<file path="src/rtl/button_event_unit.sv">
// button_event_unit
//   Synchronises and debounces a raw push-button and turns each accepted
//   press into a sticky pending event. The event is held until it is
//   consumed with ack. The debounced level and a wrapping press counter
//   are also exported.
//
//   Optional feature macro: BTN_AUTOREPEAT_EN
//     When defined, holding the button in the pressed state raises a new
//     event (and counts a press) every REPEAT_CYCLES cycles.
//
// Ports
//   clock        in   1        system clock, all state on rising edge
//   reset        in   1        asynchronous, active-high; clears all state
//   btn_raw      in   1        raw asynchronous button pin, 1 = pressed
//   ack          in   1        pending event consumed this cycle
//   button       out  1        pending press event, sticky until ack
//   btn_level    out  1        debounced button level
//   press_count  out  PRESS_W  accepted presses, wraps at 2^PRESS_W
module button_event_unit #(
  parameter int unsigned DEBOUNCE_CYCLES = 1000000,
  parameter int unsigned CNT_W           = 20,
  parameter int unsigned PRESS_W         = 16,
  parameter int unsigned REPEAT_CYCLES   = 50000000
) (
  input  logic               clock,
  input  logic               reset,
  input  logic               btn_raw,
  input  logic               ack,
  output logic               button,
  output logic               btn_level,
  output logic [PRESS_W-1:0] press_count
);

  localparam logic [CNT_W-1:0] CNT_LAST = CNT_W'(DEBOUNCE_CYCLES - 1);

  // Elaboration-time parameter sanity checks
  if (DEBOUNCE_CYCLES < 1) begin : g_bad_debounce
    $error("DEBOUNCE_CYCLES must be >= 1");
  end
  if (REPEAT_CYCLES < 1) begin : g_bad_repeat
    $error("REPEAT_CYCLES must be >= 1");
  end

  typedef enum logic [1:0] {
    IDLE         = 2'd0,
    PRESS_WAIT   = 2'd1,
    PRESSED      = 2'd2,
    RELEASE_WAIT = 2'd3
  } state_t;

  state_t             state_q, state_d;
  logic [CNT_W-1:0]   cnt_q, cnt_d;
  logic               sync1_q, sync2_q;
  logic               btn_sync;
  logic               level_d;
  logic               button_d;
  logic [PRESS_W-1:0] count_d;
  logic               accept;

  assign btn_sync = sync2_q;

  // Two-flop synchroniser; the only reader of btn_raw
  always_ff @(posedge clock or posedge reset) begin
    if (reset) begin
      sync1_q <= 1'b0;
      sync2_q <= 1'b0;
    end else begin
      sync1_q <= btn_raw;
      sync2_q <= sync1_q;
    end
  end

  // Debounce FSM next-state logic; accept flags a new press event
  always_comb begin
    state_d = state_q;
    cnt_d   = cnt_q;
    level_d = btn_level;
    accept  = 1'b0;
    case (state_q)
      IDLE: begin
        if (btn_sync) begin
          state_d = PRESS_WAIT;
          cnt_d   = '0;
        end
      end
      PRESS_WAIT: begin
        if (!btn_sync) begin
          state_d = IDLE;
          cnt_d   = '0;
        end else if (cnt_q == CNT_LAST) begin
          state_d = PRESSED;
          cnt_d   = '0;
          level_d = 1'b1;
          accept  = 1'b1;
        end else begin
          cnt_d = cnt_q + CNT_W'(1);
        end
      end
      PRESSED: begin
        if (!btn_sync) begin
          state_d = RELEASE_WAIT;
          cnt_d   = '0;
        end
      end
      RELEASE_WAIT: begin
        if (btn_sync) begin
          // Bounce back to pressed: no new event
          state_d = PRESSED;
          cnt_d   = '0;
        end else if (cnt_q == CNT_LAST) begin
          state_d = IDLE;
          cnt_d   = '0;
          level_d = 1'b0;
        end else begin
          cnt_d = cnt_q + CNT_W'(1);
        end
      end
      default: begin
        state_d = IDLE;
        cnt_d   = '0;
      end
    endcase
  end

`ifdef BTN_AUTOREPEAT_EN
  localparam int unsigned RPT_W = (REPEAT_CYCLES > 1) ? $clog2(REPEAT_CYCLES) : 1;
  localparam logic [RPT_W-1:0] RPT_LAST = RPT_W'(REPEAT_CYCLES - 1);

  logic [RPT_W-1:0] rpt_q, rpt_d;
  logic             repeat_fire;

  // Repeat timer runs only while staying in PRESSED; zero on entry and exit
  always_comb begin
    rpt_d       = '0;
    repeat_fire = 1'b0;
    if (state_q == PRESSED && state_d == PRESSED) begin
      if (rpt_q == RPT_LAST) begin
        rpt_d       = '0;
        repeat_fire = 1'b1;
      end else begin
        rpt_d = rpt_q + RPT_W'(1);
      end
    end
  end

  always_ff @(posedge clock or posedge reset) begin
    if (reset) rpt_q <= '0;
    else       rpt_q <= rpt_d;
  end
`else
  logic repeat_fire;
  assign repeat_fire = 1'b0;
`endif

  // Event handshake: a new event on the ack edge wins over the clear
  always_comb begin
    button_d = (accept | repeat_fire) | (button & ~ack);
    count_d  = press_count + PRESS_W'(accept | repeat_fire);
  end

  // State and output registers
  always_ff @(posedge clock or posedge reset) begin
    if (reset) begin
      state_q     <= IDLE;
      cnt_q       <= '0;
      button      <= 1'b0;
      btn_level   <= 1'b0;
      press_count <= '0;
    end else begin
      state_q     <= state_d;
      cnt_q       <= cnt_d;
      button      <= button_d;
      btn_level   <= level_d;
      press_count <= count_d;
    end
  end

endmodule

</file>
<file path="config.mk">
export PLATFORM = sky130hd
export DESIGN_NAME = button_event_unit
export DESIGN_NICKNAME = d
export VERILOG_FILES = /design/src/rtl/button_event_unit.sv
export SDC_FILE = /design/constraint.sdc
export NUM_CORES = 1
export LEC_CHECK = 0
export CAP_MARGIN = 5
export CORE_UTILIZATION = 50
export DETAILED_ROUTE_END_ITERATION = 16
export GPL_ROUTABILITY_DRIVEN = 0
export PLACE_DENSITY = 0.79
export SKIP_LAST_GASP = 1
export SLEW_MARGIN = 30
export SYNTH_ARGS = -nofsm -noshare
export SYNTH_HDL_FRONTEND = slang
export SYNTH_SLANG_ARGS = --single-unit
</file>
<file path="constraint.sdc">
create_clock -name clock -period 2.4 [get_ports clock]
set_input_delay 0.48 -clock clock [delete_from_list [all_inputs] [get_ports clock]]
set_output_delay 0.48 -clock clock [all_outputs]
set_load 0.03 [all_outputs]
</file>
* Word-level counts from Yosys, hierarchy flattened
Index checks and enable logic that the tools add are counted.
Storage, ports and cells: flip-flop bits (word level) 42, input port bits 4, output and inout bits 18, logic and storage cells 50
Cells by class: add/subtract/negate cells 2, eq/ne operators 12, muxes and demuxes 21, bitwise operators 3, reduce and logical (&&, ||, !) cells 5
Operators by type and width (number):
- 20-bit two-way mux | 5
- 20-bit one-hot mux with 4 select lines | 1
- 20-bit by 1-bit adder with 20-bit output, second input constant | 1
- 20-bit == test, second input constant | 1
- 16-bit by 1-bit adder with 16-bit output | 1
- 2-bit two-way mux | 6
- 2-bit != test, second input constant | 6
- 2-bit one-hot mux with 4 select lines | 1
- 1-bit two-way mux | 7
- 3-bit != test, second input constant | 2
- 5-bit AND reduction | 1
- 2-bit == test, second input constant | 2
- 4-bit AND reduction | 1
- 2-bit by 1-bit == test with 1-bit output, second input constant | 1
- 2-bit logical NOT | 1
- 1-bit one-hot mux with 2 select lines | 1
- 2-bit AND reduction | 1
- 2-bit nonzero test | 1
- 1-bit AND | 1
- 1-bit NOT | 1
- 1-bit bitwise OR | 1

* Longest topological paths before layout
Gate-level depths: netlist of run 1.
word-level depth 5, gate-level depth with buffers 12, depth with buffers taken out 11

* Worst setup path before layout of run 1
OpenSTA, ideal clock, no wires.
kind register -> register, start register cnt_q[11], end register press_count[13], library setup time 0.133 ns, arrival time 2.287 ns, data required time 2.267 ns, setup slack -0.020 ns, cell stages (with the launch flop) 13, buffers on the path 1, period minus slack after synthesis 2.420 ns, path through dfrtp_1 > buf_6 > nor4b_2 > nand2_1 > nor4_1 > nand4b_1 > inv_1 > ha_1 > and4_1 > nand4_1 > nor2_1 > nand3_1 > xnor2_1
On the way: word-level cells in the longest chain between the ends 5
Ends and longest elaborated chain:
- start, declared | line 52 | logic [CNT_W-1:0] cnt_q, cnt_d;
- start signal, assigned | line 171 | cnt_q <= cnt_d;
- 20-bit == test | line 90 | end else if (cnt_q == CNT_LAST) begin
- 1-bit two-way mux | line 90
- 1-bit two-way mux | line 87 | if (!btn_sync) begin
- 1-bit two-way mux | line 79 | case (state_q)
- 16-bit by 1-bit adder with 16-bit output | line 158 | count_d = press_count + PRESS_W'(accept | repeat_fire);
- via count_d[13] | line 57 | logic [PRESS_W-1:0] count_d;
- end signal, assigned | line 174 | press_count <= count_d;
- end, declared | line 31 | output logic [PRESS_W-1:0] press_count
The timed path passes the listed nets, and every way through them passes these cells. A chain may end at the register's enable or synchronous reset.

* Worst setup path in the final report of run 1
start register cnt_q[7], end register press_count[13]
The elaborated chain is that of the path after synthesis.

==> out/results.ini, run 1 <==
[synth]
yosysSeqAreaShare=0.503
yosys_warnings=0
synth_top_area_cell=dfrtp_1
yosys.cell_types.count=42
avgSynthCellArea_um2=10.5
synth_nets=206
ys_top_cells_by_area=dfrtp_1, nand2_1, xnor2_1
synth_cells=198
synth-seq-cells=42
synthesis.area_mm2=0.00209
synth_top_area_share=0.503

[route]
first_iter_violations=77
dr.pass1.iters=4
routed_via_density=5.58
drc=0
num_vias=1680
wl_per_cell_um=15.7
ant_nets=0
wirelength_um=4740

[min_path]
min_path_type=reg -> reg

[global_routing]
antenna_found_initial=0
first_global_vias=1511
grtUsageTotal=0.220
overflow=0
grt_max_degree=43
grt_pass1_wl_um=7090

[timing]
tightest_slew_ns=0.676
whs_ns=0.359
setup_viol=11
drv_slew=0
period_share=1.07
hold_viol_final=0
timing.fmax_mhz=389
skew_ns=0.0146
max_slew_margin=0.549
worst_slack_ns=-0.171
timing.final.crit_period_ns=2.57
rsz0062_at_grt=yes

[clocking]
clk_latency_ns=0.30
cts.sinks=42
htree_levels=2
cts_tree=yes
cts_root_buffer=clkbuf_8
ctsLongestPathBuffers=2
clk_pin_slew_ns=0.09
cts_buffers=5

[status]
outcome=complete, but fails checks
failed_checks=setup timing

[cells_and_area]
area_delta_synth_final_pct=32.5
nets=258
fin_cells=301
drive_gt1_frac=0.263
postLayoutCellArea_mm2=0.00277
seqCellArea_mm2=0.00105
multi_input_area_mm2=0.00111
final_cell_mix=dfrtp_1, buf_4, nand2_1, clkdlybuf4s50_1
final_common_cell=dfrtp_1
fillers=283
diodes=0

[floorplanning]
initial_core_util=0.522
ios=22
rows=23
die-width_um=66.6
coreArea_mm2=0.00400
die_h_um=66.6
dieArea_mm2=0.00444

[setup_path]
worstPathArrival_ns=2.76
worstSetupStartpointType=flop
endpoint_kind=flop
crit_fanout=3
crit_required_ns=2.59
crit_type=reg -> reg

[placed_design]
place_area_mm2=0.00249
place_inst=284
dp_hpwl_um=2940
portBuffers=21

[flow_run]
drv_cap=0

[power_and_ir_drop]
p_per_area_mw_per_mm2=622
power.total_mw=1.72
power_leakage_nw=1.31
ir_drop_uv=495

==> repair_timing <==
action	CTS	global route
setup endpoints to repair	10	13
hold buffers	0	0
setup buffers	8	2
hold endpoints to repair	0	0
pin swaps	3	6
resized for setup	6	18
==> stage by stage <==
step           utilization  worst slack [ns]  TNS [ns]
2_1_floorplan            -          0.000969         0
3_3_place_gp         0.620           -0.0198   -0.0556
3_5_place_dp         0.622            -0.138    -0.731
4_1_cts              0.668           -0.0731    -0.318
5_1_grt              0.692            -0.325     -2.43
6_report             0.692            -0.171    -0.811
==> critical path, cell delays in order (launching register included) <==
cell,delay (ns)
dfrtp_1,0.41
nor3b_1,0.32
nand2_1,0.16
nor4_4,0.31
nand4b_1,0.17
inv_2,0.11
ha_4,0.13
and4_1,0.21
nand4_1,0.18
nor2_4,0.19
nand3_2,0.12
xnor2_1,0.15
==> registers in the layout (all words and copies together) (netlist names), named ones only <==
register / flops
cnt_q: 20
state_q: 1
button: 1
press_count: 16
sync1_q: 1
btn_level: 1
btn_sync: 1
==> area by class of cell <==
cell class / instances / area share
multi-input combinational: 146 / 0.401
sequential: 42 / 0.380
inverter: 4 / 0.00542
tap: 50 / 0.0226
clock inverter: 2 / 0.00452
timing repair buffer: 51 / 0.157
clock buffer: 6 / 0.0298
==> report_power, final <==
group | switching (mW) | internal (mW)
clock network | 0.251 | 0.231
logic | 0.283 | 0.168
registers | 0.0410 | 0.747
total | 0.576 | 1.15
==> logic make-up (layout without fill, tap and decap cells) <==
family                     after synthesis  in the layout  synth area share
and+or+nand+nor                         84             84             0.238
DFF                                     42             42             0.503
AOI/OAI and AO/OA                       40             40             0.128
xor gates and xnor gates                15             15            0.0629
buffers and inverters                   10             63            0.0276
adders and majority gates                4              4            0.0240
muxes                                    3              3            0.0168
==> path summary, 6_finish.rpt <==
check                              start              end  slack [ns]  cells past startpoint
worst max register to register  cnt_q[7]  press_count[13]       -0.17                     11
max in group asynchronous          reset  press_count[12]        1.42                      3
worst min register to register   sync1_q         btn_sync        0.36                      0
worst max-delay path            cnt_q[7]  press_count[13]       -0.17                     11
min in group asynchronous          reset   press_count[3]        0.59                      3
worst min-delay path             sync1_q         btn_sync        0.36                      0
==> metal layers <==
| metal | global-route usage | vias up | routed length (µm) | share of wire |
|---|---|---|---|---|
| met5 | 0 | - | 0 | 0 |
| met4 | 0.0957 | 0 | 58 | 0.012 |
| met3 | 0.0497 | 8 | 118 | 0.025 |
| met2 | 0.348 | 28 | 2440 | 0.51 |
| met1 | 0.285 | 827 | 2120 | 0.45 |
| li1 | - | 817 | - | - |
==> synth_stat cells, drive strengths merged <==
cell type	instances
a21o	9
a21oi	7
a22o	3
a31oi	9
a41oi	3
and2	1
and3	5
and4	2
buf	4
clkbuf	2
dfrtp	42
ha	4
inv	4
mux2	1
mux2i	2
nand2	28
nand2b	2
nand3	14
nand4	7
nand4b	1
nor2	8
nor3	6
nor3b	2
nor4	2
nor4b	3
o211ai	1
o21ai	7
o21bai	1
or2	2
or4	1
xnor2	10
xor2	5
Power figures use the tool's default switching activity.
==> run 2: changes to the inputs <==
--- a/config.mk
+++ b/config.mk
@@ -5,11 +5,11 @@
 export SDC_FILE = /design/constraint.sdc
 export NUM_CORES = 1
 export LEC_CHECK = 0
-export CAP_MARGIN = 5
-export CORE_UTILIZATION = 50
+export CAP_MARGIN = 0
+export CORE_UTILIZATION = 56
 export DETAILED_ROUTE_END_ITERATION = 16
 export GPL_ROUTABILITY_DRIVEN = 0
-export PLACE_DENSITY = 0.79
+export PLACE_DENSITY = 0.83
 export SKIP_LAST_GASP = 1
 export SLEW_MARGIN = 30
 export SYNTH_ARGS = -nofsm -noshare
==> constraint.sdc (replaced) <==
create_clock -name clock -period 2.7 [get_ports clock]
set_input_delay 0.54 -clock clock [delete_from_list [all_inputs] [get_ports clock]]
set_output_delay 0.54 -clock clock [all_outputs]
set_load 0.03 [all_outputs]
==> out/results.ini, run 2 (synthesis gave the netlist of run 1 again) <==
[status]
outcome=completed

[cells_and_area]
final_cell_mix=dfrtp_1, nand2_1, clkdlybuf4s50_1, nand3_1, buf_4
final_common_cell=dfrtp_1
final_core_util=0.740
max_flop_register=cnt_q
largest_reg_flops=20
drive_gt1_frac=0.176
reg.largest.list=cnt_q: 20 flops, press_count: 16 flops
diodes=0
nets=240
postLayoutCellArea_mm2=0.00255
area_delta_synth_final_pct=22.0

[power_and_ir_drop]
power_leakage_nw=1.19
p_per_area_mw_per_mm2=591
ir_drop_uv=366
power.total_mw=1.51

[timing]
drv_slew=0
setup_viol=0
worst_slack_ns=0.0251
timing.final.crit_period_ns=2.67
timing.fmax_mhz=374
period_share=0.991
hold_viol_final=0
max_slew_margin=0.460
tightest_slew_ns=0.806
skew_ns=0.0101

[setup_path]
crit_type=reg -> reg
r2r_start=cnt_q[8]
cp-startpoint=cnt_q[8]
crit_cells=11
cp_top_family=simple AND/OR/NAND/NOR gates
endpoint_kind=flop
crit_slowest_cell=dfrtp_2
worstPathArrival_ns=2.90
critPathBufInv=2
r2r_cells=11
critPathMaxStageDelay_ns=0.47
crit_fanout=5
crit_required_ns=2.92
worstPathCellList=nor4b_4 > nand2_1 > nor4_2 > nand4b_1 > inv_1 > ha_2 > and4_4 > nand4_1 > buf_4 > nor2_2 > xor2_1
worstSetupStartpointType=flop

[route]
wl_met1_um=1910
wl_met2_um=2230
first_iter_violations=152
drc=0
num_vias=1674
highest_layer=met4
ant_nets=0
wl_per_cell_um=15.9
dr.pass1.iters=4
met3_wirelength_um=230
wirelength_um=4440
routed_via_density=6.00

[flow_run]
drv_cap=0

[min_path]
min_path_type=reg -> reg
worstHoldPathCells=0
hp-start=sync1_q

[global_routing]
overflow=0
grt_max_degree=43
grtUsageTotal=0.227
first_global_vias=1575
grt_pass1_wl_um=6910
antenna_found_initial=0

[clocking]
htree_levels=2
cts_root_buffer=clkbuf_8
ctsLongestPathBuffers=2
clk_latency_ns=0.31
cts_buffers=5
hold_buffers=0
cts.sinks=42
clk_pin_slew_ns=0.08
cts_tree=yes

[placed_design]
place_area_mm2=0.00237
place_ws_ns=0.0115
dp_hpwl_um=2980
portBuffers=21

[floorplanning]
dieArea_mm2=0.00398
initial_core_util=0.607
ios=22
rows=21
die_h_um=63.1
die-width_um=63.1
coreArea_mm2=0.00344

[run 2: stage by stage]
stage	hold WS (ns)	instances	setup TNS [ns]
final	0.379	279	0
after global routing	0.379	279	-0.543
after CTS	0.376	273	0
after detailed placement	0.360	265	0
after global placement	0.339	265	0
after floorplan	0.331	198	0
[run 2: final timing paths]
kind                             endpoint  slack (ns)
hold / removal                   btn_sync        0.38
setup reg to reg           press_count[9]        0.03
min in group asynchronous       cnt_q[10]        0.67
max in group asynchronous       cnt_q[12]        1.66
setup / recovery           press_count[9]        0.03
hold reg to reg                  btn_sync        0.38
[run 2: where the power goes]
part | leakage, nW | switching, mW | internal (mW)
Combinational | 0.566 | 0.246 | 0.131
Sequential | 0.573 | 0.0420 | 0.664
Clock | 0.0482 | 0.217 | 0.206
[run 2: routing by layer]
layer	track usage	vias to the layer above
met2	0.360	45
li1	-	782
met1	0.279	840
met5	0	-
met4	0.122	0
met3	0.0652	7
[run 2: layout make-up]
cell class,instances,area [µm²]
Clock buffer,7,86.3
Clock inverter,1,5.00
Fill cell,236,893
Inverter,4,15.0
Multi-Input combinational cell,146,1030
Sequential cell,42,1050
Tap cell,46,57.6
Timing Repair Buffer,33,300
[run 2: timing repair]
action                     CTS  global route
resized for setup            2             9
buffers inserted             0             6
cloned                       0             0
setup endpoints to repair    2             7
pin swaps                    0             2
==> run 3: changes to the inputs <==
--- a/config.mk
+++ b/config.mk
@@ -8,7 +8,6 @@
 export CAP_MARGIN = 0
 export CORE_UTILIZATION = 56
 export DETAILED_ROUTE_END_ITERATION = 16
-export GPL_ROUTABILITY_DRIVEN = 0
 export PLACE_DENSITY = 0.83
 export SKIP_LAST_GASP = 1
 export SLEW_MARGIN = 30
==> results of run 3 <==
Same layout as run 2: the final DEF is identical, and so are final timing and power.
